[src/rtl/ipsmacge_pkg.sv]
// rtl/ipsmacge_pkg.sv - shared encodings and constants for the ipsmacge rx path
package ipsmacge_pkg;

    // up_mspd encodings; bit 1 selects byte (GMII/RGMII 1000) vs nibble mode
    localparam logic [1:0] M10      = 2'b00;
    localparam logic [1:0] M100     = 2'b01;
    localparam logic [1:0] M1000    = 2'b10;
    localparam logic [1:0] MRESERVE = 2'b11;

    typedef enum logic [1:0] {
        STT_IDLE  = 2'd0,
        STT_HIGHN = 2'd1,
        STT_LOWN  = 2'd2
    } rx_state_e;

    localparam logic [3:0] NIB_PRM = 4'h5;
    localparam logic [3:0] NIB_SFD = 4'hD;
    localparam logic [7:0] DAT_PRM = 8'h55;
    localparam logic [7:0] DAT_SFD = 8'hD5;

endpackage

[src/rtl/ipsmacge_fflopx.sv]
// rtl/ipsmacge_fflopx.sv - plain W-bit register with synchronous active-low reset to zero
// Ports: i_clk clock; i_rstn sync active-low reset; i_d next value; o_q registered value.
module ipsmacge_fflopx #(
    parameter int W = 1
) (
    input  logic         i_clk,
    input  logic         i_rstn,
    input  logic [W-1:0] i_d,
    output logic [W-1:0] o_q
);

    logic [W-1:0] r_q;

    always_ff @(posedge i_clk) begin
        if (!i_rstn) r_q <= '0;
        else         r_q <= i_d;
    end

    assign o_q = r_q;

endmodule

[src/rtl/ipsmacge_rxnibasm.sv]
// rtl/ipsmacge_rxnibasm.sv - rx nibble-to-byte assembler with SFD realignment and dribble flag
// Ports: rxclk/rst_ clock and sync active-low reset; irxd/irxdv/irxer captured PHY data;
//        up_act block enable; up_mspd speed select; ogval/ogdat/ogdv/oger byte stream to
//        the framing stage; odrib odd-nibble end pulse; oalign SFD realignment pulse.
module ipsmacge_rxnibasm #(
    parameter int         DAT_DW  = 8,
    parameter int         NIB_W   = 4,
    parameter logic [3:0] NIB_PRM = 4'h5,
    parameter logic [3:0] NIB_SFD = 4'hD
) (
    input  logic              rxclk,
    input  logic              rst_,
    input  logic [DAT_DW-1:0] irxd,
    input  logic              irxdv,
    input  logic              irxer,
    input  logic              up_act,
    input  logic [1:0]        up_mspd,
    output logic              ogval,
    output logic [DAT_DW-1:0] ogdat,
    output logic              ogdv,
    output logic              oger,
    output logic              odrib,
    output logic              oalign
);
    import ipsmacge_pkg::*;

    rx_state_e          r_state;
    logic               r_phase;
    logic               r_sfdseen;
    logic [NIB_W-1:0]   r_lown;
    logic               r_lerr;
    logic [NIB_W-1:0]   r_lasthi;   // high nibble of the most recent emitted byte

    rx_state_e          w_nstate;
    logic               w_nphase;
    logic               w_nsfdseen;
    logic [NIB_W-1:0]   w_nlown;
    logic               w_nlerr;
    logic [NIB_W-1:0]   w_nlasthi;
    logic               w_val, w_dv, w_er, w_drib, w_aln;
    logic [DAT_DW-1:0]  w_dat;
    logic [NIB_W-1:0]   w_nib;

    assign w_nib = irxd[NIB_W-1:0];

    always_comb begin
        w_nstate   = r_state;
        w_nphase   = r_phase;
        w_nsfdseen = r_sfdseen;
        w_nlown    = r_lown;
        w_nlerr    = r_lerr;
        w_nlasthi  = r_lasthi;
        w_val      = 1'b0;
        w_dv       = 1'b0;
        w_er       = 1'b0;
        w_drib     = 1'b0;
        w_aln      = 1'b0;
        w_dat      = '0;

        if (up_mspd[1]) begin
            w_val = 1'b1;
            w_dat = irxd;
            w_dv  = irxdv;
            w_er  = irxer & irxdv;
        end else begin
            case (r_state)
                STT_IDLE: begin
                    if (irxdv) begin
                        w_nlown  = w_nib;
                        w_nlerr  = irxer;
                        w_nstate = STT_HIGHN;
                    end else begin
                        // idle byte ticks keep IPG counting alive downstream
                        w_val    = r_phase;
                        w_nphase = ~r_phase;
                    end
                end
                STT_HIGHN: begin
                    w_val = 1'b1;
                    if (irxdv) begin
                        w_dv      = 1'b1;
                        w_dat     = {{(DAT_DW-2*NIB_W){1'b0}}, w_nib, r_lown};
                        w_er      = r_lerr | irxer;
                        w_nlasthi = w_nib;
                        w_nstate  = STT_LOWN;
                        if (r_lown == NIB_PRM && w_nib == NIB_SFD) w_nsfdseen = 1'b1;
                    end else begin
                        w_drib     = 1'b1;
                        w_nstate   = STT_IDLE;
                        w_nsfdseen = 1'b0;
                        w_nphase   = 1'b0;
                    end
                end
                STT_LOWN: begin
                    if (!irxdv) begin
                        w_val      = 1'b1;
                        w_nstate   = STT_IDLE;
                        w_nsfdseen = 1'b0;
                        w_nphase   = 1'b0;
                    end else if (w_nib == NIB_SFD && !r_sfdseen && r_lasthi == NIB_PRM) begin
                        // SFD landed on the low phase: emit it whole and keep pairing from here
                        w_val      = 1'b1;
                        w_dv       = 1'b1;
                        w_dat      = {{(DAT_DW-2*NIB_W){1'b0}}, NIB_SFD, NIB_PRM};
                        w_er       = irxer;
                        w_aln      = 1'b1;
                        w_nsfdseen = 1'b1;
                        w_nlasthi  = NIB_SFD;
                    end else begin
                        w_nlown  = w_nib;
                        w_nlerr  = irxer;
                        w_nstate = STT_HIGHN;
                    end
                end
                default: begin
                    w_nstate = STT_IDLE;
                    w_nphase = 1'b0;
                end
            endcase
        end

        if (!up_act) begin
            w_nstate   = STT_IDLE;
            w_nphase   = 1'b0;
            w_nsfdseen = 1'b0;
            w_nlown    = '0;
            w_nlerr    = 1'b0;
            w_nlasthi  = '0;
            w_val      = 1'b0;
            w_dv       = 1'b0;
            w_er       = 1'b0;
            w_drib     = 1'b0;
            w_aln      = 1'b0;
            w_dat      = '0;
        end
    end

    always_ff @(posedge rxclk) begin
        if (!rst_) begin
            r_state   <= STT_IDLE;
            r_phase   <= 1'b0;
            r_sfdseen <= 1'b0;
            r_lown    <= '0;
            r_lerr    <= 1'b0;
            r_lasthi  <= '0;
        end else begin
            r_state   <= w_nstate;
            r_phase   <= w_nphase;
            r_sfdseen <= w_nsfdseen;
            r_lown    <= w_nlown;
            r_lerr    <= w_nlerr;
            r_lasthi  <= w_nlasthi;
        end
    end

    ipsmacge_fflopx #(.W(DAT_DW + 5)) u_oreg (
        .i_clk  (rxclk),
        .i_rstn (rst_),
        .i_d    ({w_val, w_dv, w_er, w_drib, w_aln, w_dat}),
        .o_q    ({ogval, ogdv, oger, odrib, oalign, ogdat})
    );

endmodule

[config.mk]
export PLATFORM = sky130hd
export DESIGN_NAME = ipsmacge_rxnibasm
export DESIGN_NICKNAME = d
export VERILOG_FILES = /design/src/rtl/ipsmacge_pkg.sv /design/src/rtl/ipsmacge_fflopx.sv /design/src/rtl/ipsmacge_rxnibasm.sv
export SDC_FILE = /design/constraint.sdc
export NUM_CORES = 1
export LEC_CHECK = 0
export ABC_AREA = 0
export CORE_MARGIN = 2
export CORE_UTILIZATION = 42
export DETAILED_ROUTE_END_ITERATION = 7
export HOLD_SLACK_MARGIN = 0.1
export PLACE_DENSITY = 0.79
export SKIP_LAST_GASP = 1
export SYNTH_ARGS = -nofsm -noshare
export SYNTH_HDL_FRONTEND = slang
export SYNTH_SLANG_ARGS = --single-unit
[constraint.sdc]
create_clock -name rxclk -period 1.9 [get_ports rxclk]
set_input_delay 0.19 -clock rxclk [delete_from_list [all_inputs] [get_ports rxclk]]
set_output_delay 0.19 -clock rxclk [all_outputs]
set_load 0.005 [all_outputs]
* Word-level counts from Yosys, hierarchy flattened
Cells that the tools add are included.
** Word-level totals
- Register bits :: 26
- Bits of input ports :: 15
- Output and inout bits :: 13
- Logic and storage cells :: 92
** Operators by class
- Equal/unequal tests :: 15
- Multiplexer cells :: 44
- Bitwise operators :: 8
- Reductions and logical operators :: 16
** Operators with widths (number)
- 8-bit 2-to-1 mux :: 4
- 1-bit 2-to-1 mux :: 21
- 4-bit 2-to-1 mux :: 5
- 4-bit case mux with 2 select lines :: 2
- 8-bit case mux with 2 select lines :: 1
- 2-bit inequality test, second input constant :: 7
- 1-bit case mux with 2 select lines :: 5
- 5-bit AND reduction :: 2
- 3-bit inequality test, second input constant :: 3
- 4-bit by 3-bit equality test with 1-bit output, second input constant :: 2
- 2-bit 2-to-1 mux :: 4
- 4-bit OR reduction :: 2
- 1-bit inverter :: 6
- 2-bit case mux with 3 select lines :: 1
- 3-bit AND reduction :: 2
- 4-bit equality test, second input constant :: 1
- 4-bit AND reduction :: 1
- 2-bit nonzero test :: 2
- 1-bit logical AND :: 3
- 1-bit case mux with 3 select lines :: 1
- 2-bit by 1-bit equality test with 1-bit output, second input constant :: 1
- 2-bit equality test, second input constant :: 1
- 2-bit logical NOT :: 1
- 2-bit AND reduction :: 1
- 4 further kinds :: 4

* Longest topological paths before layout
Gate-level depths: netlist (run 1).
- Word-level depth :: 7
- Depth in mapped cells :: 7
- Depth with buffers taken out :: 6

* Modules after synthesis
Synthesis (run 1) repeated with hierarchy kept, for this count alone.
** Second synthesis, totals
- Cell total of the unflattened synthesis :: 145
- Area, all modules :: 1335.0 um^2
** Modules (own cells, without submodules)
- ipsmacge_rxnibasm :: instances 1, cells each 118, area an instance 970.9 um^2, seq. area each 260.2 um^2
- ipsmacge_fflopx :: instances 1, cells each 27, area an instance 364.1 um^2, seq. area each 260.2 um^2

* Worst setup path before layout (run 1)
No wires, ideal clock.
- Path type :: reg2reg
- Start point :: reg r_state[0]
- End point :: reg r_state[0]
- Library setup time :: 96 ps
- Arrival time :: 1657 ps
- Required time :: 1804 ps
- Slack :: 147 ps
- Stages on the path, launching flop included :: 8
- Buffers on the path :: 1
- Period minus slack after synthesis :: 1753 ps
- Cell sequence :: dfxtp_1 inv_1 ha_1 buf_6 and2_1 and4_4 or3_1 o41ai_2
** Between the ends
- Word-level cells in the longest chain between the ends :: 3
- Elaborated cells between the ends (all ways) :: 7
- Classes of those cells :: 4 x eq/ne; 1 x mux; 2 x reduce/logical
** RTL lines
- from (decl) :: RTL line ipsmacge_rxnibasm.sv:27 : rx_state_e r_state;
- from (signal assigned) :: RTL line ipsmacge_rxnibasm.sv:147 : r_state <= w_nstate;
- 2-bit equality test or 2-bit logical NOT (tied branches) :: RTL line ipsmacge_rxnibasm.sv:66 : case (r_state)
- 3-bit inequality test (no line) or 2-bit inequality test (tied branches)
- 3-bit AND reduction (no line)
Parallel ways exist; a longest one is shown, timed or not.
A chain may end at the register's enable or synchronous reset.

* Final worst setup path (run 1)
Ends and elaborated chain as after synthesis.

==> flow_summary.toml, run 1 <==
[sta]
clock.fmax_mhz = 573
tns_ns = 0
maxSlewViolCount = 0
rsz0062_at_grt = "no"
finClkSkew_ns = 0.00156
fin_crit_sh = 0.918
relSlewSlack = 0.732
timing_hold_violations_final = 0
setup_viol = 0
worstMarginPinSlew_ns = 0.401
fin_crit_ns = 1.74

[synthesis]
synth-edff-count = 0
ys_ff_latch = 26
synth_top_flop_cell = "dfxtp_1"
synth_cell_types = 42
yosysWarnings = 0
synth_top_cell_area_share = 0.414
synth.net_count = 156
async_flop_share = 0
syn_area_sq_um = 1260
synth_cells = 137
avgSynthCellArea_sq_um = 9.18
ys_top_cells_by_count = "26 x dfxtp_1, 14 x a21oi_1, 8 x nand3_1, 8 x nor2_1, 8 x o21ai_1"
yosys.area.top_type = "dfxtp_1"
synth_most_common_cell = "dfxtp_1"
ys_top_cells_by_area = "dfxtp_1 41%, a21oi_1 5.6%, ha_1 4.0%"
yosysSeqAreaShare = 0.414

[setup_path]
critPathCaptureType = "flop"
reg2reg_from = "r_state[0]"
crit_end = "r_state[0]"
critPathLaunchType = "flop"
ff2ff_path_depth = 6
worstPathMaxFanout = 4
reg2reg_slack_ns = 0.16
critPathArrivalTime_ns = 2.00
r2r_end = "r_state[0]"
cp.required_ns = 2.15
critPathKind = "reg2reg"
cp-startpoint = "r_state[0]"

[clocking]
numClockSinks = 26
postCtsSetupBuffers = 0
cts_tree = "done"
hold_buffers = 0
worst_skew_pair.late_latency_ns = 0.33
cts_max_path_buffers = 2
htreeDepth = 1
path_clk_slew_ns = 0.14
numCtsBuffers = 3
cts_resized = 0
clock-root-buffer = "clkbuf_4"

[pwr]
power_frac_comb = 0.127
p_per_area_nw_per_um2 = 654
intPower_mw = 0.844
power.leakage_nw = 0.609
sw_frac_of_total = 0.225
clock_power_share = 0.355
ir_worst_vdd_mv = 0.366
switching_power_mw = 0.245
seqPwrFrac = 0.518

[finish]
fin_nets = 192
area_growth_pct = 32.4
instances_no_fill = 203
fillCellCount = 264
n_antenna_cell = 0
multi_input_area_sq_um = 688
ff_latch_area_sq_um = 520
drive_above_1_share = 0.134

[place]
portBuffers = 26
dp.cells = 199
gp_congestion = 0.933
dp_hpwl_um = 2420

[detailed_routing]
drt-vias-per-instance = 5.84
topRoutingLayerUsed = "met4"
antenna_left = 0
wl_per_cell_um = 15.6
drcViolationCount = 4
drt-total-wl_um = 3160
dr_wl_met2_um = 1390
vias = 1186
drtPass1Iterations = 6
wl_met1_um = 1500
route.met3.wl_um = 209
initialDrtViolationCount = 50

[hold_path]
hold_path_class = "in2reg"

[floorplanning]
ioPinCount = 28
rows = 19
die-height_um = 58.7
dieArea_sq_um = 3450
initial_core_util = 0.448
coreArea_sq_um = 2810
die_w_um = 58.7

[status]
outcome = "complete, but fails checks"
violations = "DRC"

[grt]
antenna_found_initial = 0
grt_max_degree = 16
grt_pass1_wl_um = 5310
grt_util_all_layers = 0.201
grt_pass1_vias = 1143
grt_overflow_total = 0

[run]
drv_cap = 0
## layout make-up
class	instances	area share
Clock buffer	3	0.0135
Tap cell	31	0.0233
Multi-Input combinational cell	101	0.413
Inverter	2	0.00451
Clock inverter	1	0.0180
Sequential cell	26	0.313
Timing Repair Buffer	39	0.215
## metrics by stage
step	area, sq um	hold WS [ns]	worst slack [ns]	power [mW]	utilization
2_1_floorplan	1260	0.305	0.147	0.633	-
3_3_place_gp	1610	0.469	0.116	0.710	0.575
3_5_place_dp	1610	0.475	0.135	0.712	0.575
4_1_cts	1670	0.435	0.161	1.09	0.594
5_1_grt	1670	0.445	0.0374	1.13	0.594
6_report	1670	0.436	0.156	1.09	0.594
## kinds of logic (layout without fill, tap and decap cells)
group	after synthesis	after routing	synth area share
buf+inv	10	45	0.0388
flops	26	26	0.414
compound gates	46	46	0.257
simple gates	51	51	0.251
fa+ha+maj	4	4	0.0398
## layout by cell type, fill, tap and decap left out, types with 2 or more instances in the layout
master / n
o311ai_1: 2
nand3_1: 8
o21a_1: 3
nand2_1: 7
dfxtp_1: 26
clkbuf_4: 3
o221a_1: 3
nor2_1: 8
a22o_1: 3
and2_1: 2
nor2b_1: 7
a21oi_1: 14
inv_1: 2
clkdlybuf4s50_1: 26
o21ai_0: 3
nand2b_1: 4
ha_1: 4
nor3b_1: 3
buf_4: 13
a31oi_1: 2
o21ai_1: 8
## worst max-delay path: stages (launching register included)
cell	delay [ns]
dfxtp_1	0.41
inv_1	0.08
ha_1	0.21
and2_1	0.18
and4_4	0.20
or3_1	0.32
o41ai_2	0.26
## flip-flops by register name, indices dropped and copies added, names as in the netlist
signal,flops
r_phase,1
r_lerr,1
u_oreg.o_q,13
r_lasthi,4
r_lown,4
r_state,2
r_sfdseen,1
## worst min path at each step
stage               slack [ns]  startpoint  cells after the start            end
floorplan                 0.30     irxd[0]                      2  u_oreg.o_q[0]
global route              0.45     irxd[7]                      2  u_oreg.o_q[7]
finish                    0.44       irxer                      3         r_lerr
CTS                       0.43       irxer                      3         r_lerr
global placement          0.47      r_lerr                      2         r_lerr
detailed placement        0.48      r_lerr                      2         r_lerr
## power by group through the flow
stage,clock network (mW),registers (mW),logic (mW)
floorplan,0,0.575,0.0583
global placement,0,0.575,0.135
detailed placement,0,0.575,0.137
CTS,0.390,0.563,0.138
global route,0.416,0.565,0.149
finish,0.387,0.563,0.138
## metal layers
metal / vias to the layer above / track usage
li1: 580 / -
met1: 549 / 0.281
met2: 48 / 0.310
met3: 9 / 0.0352
met4: 0 / 0.0812
met5: - / 0
(Power assumes the default switching activity.)
==> run 2, diff against run 1 <==
- CORE_ASPECT_RATIO: default -> 0.75
- CTS_BUF_LIST: default -> sky130_fd_sc_hd__clkbuf_8
==> run 2 against run 1 <==
The flow now finishes without violations. Critical path depth did not move. First-iteration DRC count is 62% higher. Maximum frequency fell by 2.3%.
==> flow_summary.toml, run 2 (synthesized netlist as in run 1, its figures left out) <==
[setup_path]
cp-startpoint = "r_state[0]"
reg2reg_from = "r_state[0]"
crit_end = "r_state[0]"
critPathLaunchType = "flop"
critPathKind = "reg2reg"
r2r_end = "r_state[0]"
critPathCaptureType = "flop"
cp.required_ns = 2.07
worstPathMaxFanout = 4
reg2reg_slack_ns = 0.12
critPathArrivalTime_ns = 1.96
ff2ff_path_depth = 6

[clocking]
hold_buffers = 0
numClockSinks = 26
cts_max_path_buffers = 2
numCtsBuffers = 3
cts_tree = "done"
worst_skew_pair.late_latency_ns = 0.28
clock-root-buffer = "clkbuf_8"
path_clk_slew_ns = 0.09
htreeDepth = 1

[floorplanning]
initial_core_util = 0.435
dieArea_sq_um = 3450
ioPinCount = 28
rows = 17
die-height_um = 51.4
die_w_um = 67.2
coreArea_sq_um = 2890

[place]
dp_hpwl_um = 2370
dp.cells = 204
portBuffers = 26
gp_congestion = 0.834

[pwr]
p_per_area_nw_per_um2 = 693
switching_power_mw = 0.255
power.leakage_nw = 0.607
intPower_mw = 0.909
sw_frac_of_total = 0.219
seqPwrFrac = 0.483
ir_worst_vdd_mv = 0.545
power_frac_comb = 0.116
clock_power_share = 0.400

[finish]
instances_no_fill = 208
largest_reg_flops = 13
drive_above_1_share = 0.129
area_growth_pct = 33.6
fin_nets = 190
n_antenna_cell = 0
fillCellCount = 254
mostFrequentLayoutCells = "26 x clkdlybuf4s50_1, 26 x dfxtp_1, 14 x a21oi_1, 11 x buf_4"

[sta]
tns_ns = 0
relSlewSlack = 0.688
worstMarginPinSlew_ns = 0.467
fin_crit_sh = 0.939
setup_viol = 0
finClkSkew_ns = 0.00763
fin_crit_ns = 1.78
rsz0062_at_grt = "no"
timing_hold_violations_final = 0
maxSlewViolCount = 0
clock.fmax_mhz = 560

[hold_path]
hold_path_class = "reg2reg"
hold_depth = 2

[detailed_routing]
wl_per_cell_um = 15.2
drt-total-wl_um = 3160
vias = 1181
drtPass1Iterations = 5
drcViolationCount = 0
drt-vias-per-instance = 5.68
antenna_left = 0
initialDrtViolationCount = 81

[run]
drv_cap = 0

[status]
outcome = "finished clean"

[grt]
antenna_found_initial = 0
grt_overflow_total = 0
grt_util_all_layers = 0.203
grt_pass1_wl_um = 5070
grt_pass1_vias = 1056
grt_max_degree = 16
[run 2: critical path, stage by stage (launching register included)]
cell and delay [ns]:
dfxtp_1 0.40, inv_1 0.09, ha_1 0.21, and2_1 0.17
and4_4 0.19, or3_1 0.32, o41ai_2 0.31
[run 2: power by group through the flow]
stage / combinational (mW) / sequential (mW) / clock, mW
3_3_place_gp: 0.131 / 0.575 / 0
2_1_floorplan: 0.0583 / 0.575 / 0
3_5_place_dp: 0.133 / 0.575 / 0
6_report: 0.135 / 0.563 / 0.466
5_1_grt: 0.147 / 0.564 / 0.495
4_1_cts: 0.134 / 0.563 / 0.470
[run 2: worst min-delay path by stage]
stage	startpoint	to
final	r_lerr	r_lerr
after global routing	irxd[4]	u_oreg.o_q[4]
after CTS	r_lerr	r_lerr
after detailed placement	r_lerr	r_lerr
after global placement	r_lerr	r_lerr
after floorplan	irxd[0]	u_oreg.o_q[0]
[run 2: final cells by class]
class / count / area [sq um] / share of cell area
Sequential cell: 26 / 520 / 0.310
Multi-Input combinational cell: 101 / 691 / 0.411
Tap cell: 38 / 47.5 / 0.0283
Inverter: 2 / 7.51 / 0.00447
Timing Repair Buffer: 37 / 343 / 0.204
Clock buffer: 3 / 41.3 / 0.0246
Clock inverter: 1 / 30.0 / 0.0179
[run 2: what timing repair did]
action,in CTS,in global routing
setup endpoints to repair,0,1
setup buffers,0,0
gates resized for setup,0,1
[run 2: stage by stage]
step                      total power, mW  area [sq um]  hold WS (ns)  utilization  worst slack, ns
after floorplan                     0.633          1260         0.305            -            0.147
after global placement              0.706          1610         0.476        0.555           0.0979
after detailed placement            0.709          1610         0.476        0.555           0.0277
after CTS                            1.17          1680         0.491        0.580            0.120
after global routing                 1.21          1680         0.512        0.581          0.00624
final                                1.16          1680         0.491        0.581            0.115
[run 2: layer usage]
metal | track usage | up-vias | wire length (um) | share of wire
met5 | 0 | - | 0 | 0
met4 | 0.0748 | 0 | 58 | 0.018
met3 | 0.0595 | 9 | 213 | 0.067
met2 | 0.312 | 43 | 1360 | 0.43
met1 | 0.269 | 546 | 1530 | 0.48
li1 | - | 583 | - | -
==> run 3, diff against run 2 <==
- CORE_ASPECT_RATIO: 0.75 -> 2
- CORE_MARGIN: 2 -> 4
==> run 3 against run 2 <==
Sequential power hardly changed. Design area decreased by 0.60%. Combinational power about the same. Cell count is 4.3% lower. Sequential cell count did not move. Clock skew is 0.0045 ns lower. Maximum frequency is 1.4% higher. Largest cell class unchanged.
==> flow_summary.toml, run 3 (synthesized netlist as in run 1, its figures left out) <==
[finish]
fillCellCount = 247
fin_nets = 190
area_growth_pct = 32.8
n_antenna_cell = 0
drive_above_1_share = 0.129
largest_reg_flops = 13
mostFrequentLayoutCells = "26 x clkdlybuf4s50_1, 26 x dfxtp_1, 13 x a21oi_1, 11 x buf_4"

[sta]
clock.fmax_mhz = 568
timing_hold_violations_final = 0
tns_ns = 0
worstMarginPinSlew_ns = 0.516
fin_crit_sh = 0.926
fin_crit_ns = 1.76
rsz0062_at_grt = "no"
setup_viol = 0
maxSlewViolCount = 0
relSlewSlack = 0.651
finClkSkew_ns = 0.00314

[setup_path]
cp.required_ns = 2.13
slowest_stage = "dfxtp_1"
critPathMaxStageDelay_ns = 0.42
crit_end = "u_oreg.o_q[10]"
reg2reg_from = "r_state[1]"
critPathLaunchType = "flop"
r2r_end = "u_oreg.o_q[10]"
worstPathMaxFanout = 4
critPathKind = "reg2reg"
cp-startpoint = "r_state[1]"
critPathArrivalTime_ns = 1.99
reg2reg_slack_ns = 0.14
critPathCaptureType = "flop"
crit_chain = "inv_1 -> ha_1 -> nor2b_1 -> nand2_1 -> nor4b_1 -> o21a_1"
ff2ff_path_depth = 6

[place]
gp_congestion = 0.839
dp_hpwl_um = 2520
portBuffers = 26

[hold_path]
hold_path_class = "reg2reg"
hold_depth = 2

[floorplanning]
ioPinCount = 28
die-height_um = 85.4
coreArea_sq_um = 2800
die_w_um = 46.7
initial_core_util = 0.448
rows = 27
dieArea_sq_um = 3990

[clocking]
path_clk_slew_ns = 0.10
cts_tree = "done"
worst_skew_pair.late_latency_ns = 0.27
hold_buffers = 0
numCtsBuffers = 3
postCtsSetupBuffers = 0
htreeDepth = 1
clock-root-buffer = "clkbuf_8"
cts_max_path_buffers = 2
numClockSinks = 26

[detailed_routing]
vias = 1194
drtPass1Iterations = 4
drt-vias-per-instance = 6.00
antenna_left = 0
drcViolationCount = 0
drt-total-wl_um = 3310
initialDrtViolationCount = 33
wl_per_cell_um = 16.6

[pwr]
power.leakage_nw = 0.606
finalPower_mw = 1.17
sw_frac_of_total = 0.222
ir_worst_vdd_mv = 0.465
p_per_area_nw_per_um2 = 699
intPower_mw = 0.909
power_frac_comb = 0.117
switching_power_mw = 0.259
clock_power_share = 0.402
seqPwrFrac = 0.482

[grt]
grt_util_all_layers = 0.178
grt_max_degree = 18
grt_pass1_vias = 1167
grt_pass1_wl_um = 5330
met3_usage = 0.0297
antenna_found_initial = 0
grt_use_met1 = 0.196
met2_usage = 0.315
grt_overflow_total = 0
top_usage_layer = "met2"

[status]
outcome = "finished clean"

[run]
drv_cap = 0
[run 3: cell count changes in the layout (fill, tap and decap cells not counted)]
cell and delta:
nor2b_1 +1, nor2b_2 -1, a21oi_1 -1, a21oi_2 +1
[run 3: area by class of cell]
type                    count  area [sq um]  area share
inverters                   2          7.51     0.00449
repair buffers             37           343       0.205
clock buffers               3          41.3      0.0247
well taps                  29          36.3      0.0217
flip-flops and latches     26           520       0.312
multi-input cells         101           692       0.414
clock inverters             1          30.0      0.0180
[run 3: repair_timing]
item                                    CTS  global route
endpoints found under the hold margin     0             0
endpoints found under the setup margin    0             1
resized for setup                         0             1
[run 3: power groups by stage]
stage,sequential (mW),combinational (mW),clock [mW]
floorplan,0.575,0.0583,0
global route,0.564,0.147,0.486
global placement,0.575,0.131,0
CTS,0.563,0.135,0.464
detailed placement,0.575,0.134,0
finish,0.563,0.136,0.469
[run 3: worst max-delay path: cells and delay by family (launching register included)]
family / cells / cell delay [ns]
buf+inv: 1 / 0.09
compound gates: 1 / 0.15
fa+ha+maj: 1 / 0.35
simple gates: 3 / 0.71
flops: 1 / 0.42
[run 3: worst min-delay path by stage]
stage                  from       endpoint  slack [ns]
floorplan           irxd[0]  u_oreg.o_q[0]        0.30
global placement     r_lerr         r_lerr        0.47
global route          irxer         r_lerr        0.52
detailed placement  r_phase        r_phase        0.48
finish               r_lerr         r_lerr        0.49
CTS                 r_phase        r_phase        0.49
[run 3: metal layers]
metal	vias up	wire, um
li1	572	-
met5	-	0
met1	573	1260
met3	6	172
met2	43	1810
met4	0	73
[run 3: through the flow]
step | util | hold slack [ns] | area [sq um] | setup WS [ns] | cells
after floorplan | - | 0.305 | 1260 | 0.147 | 137
after global placement | 0.569 | 0.473 | 1600 | 0.122 | 195
after detailed placement | 0.569 | 0.481 | 1600 | 0.106 | 195
after CTS | 0.594 | 0.494 | 1670 | 0.171 | 199
after global routing | 0.596 | 0.518 | 1670 | 0.0102 | 199
final | 0.596 | 0.494 | 1670 | 0.140 | 199
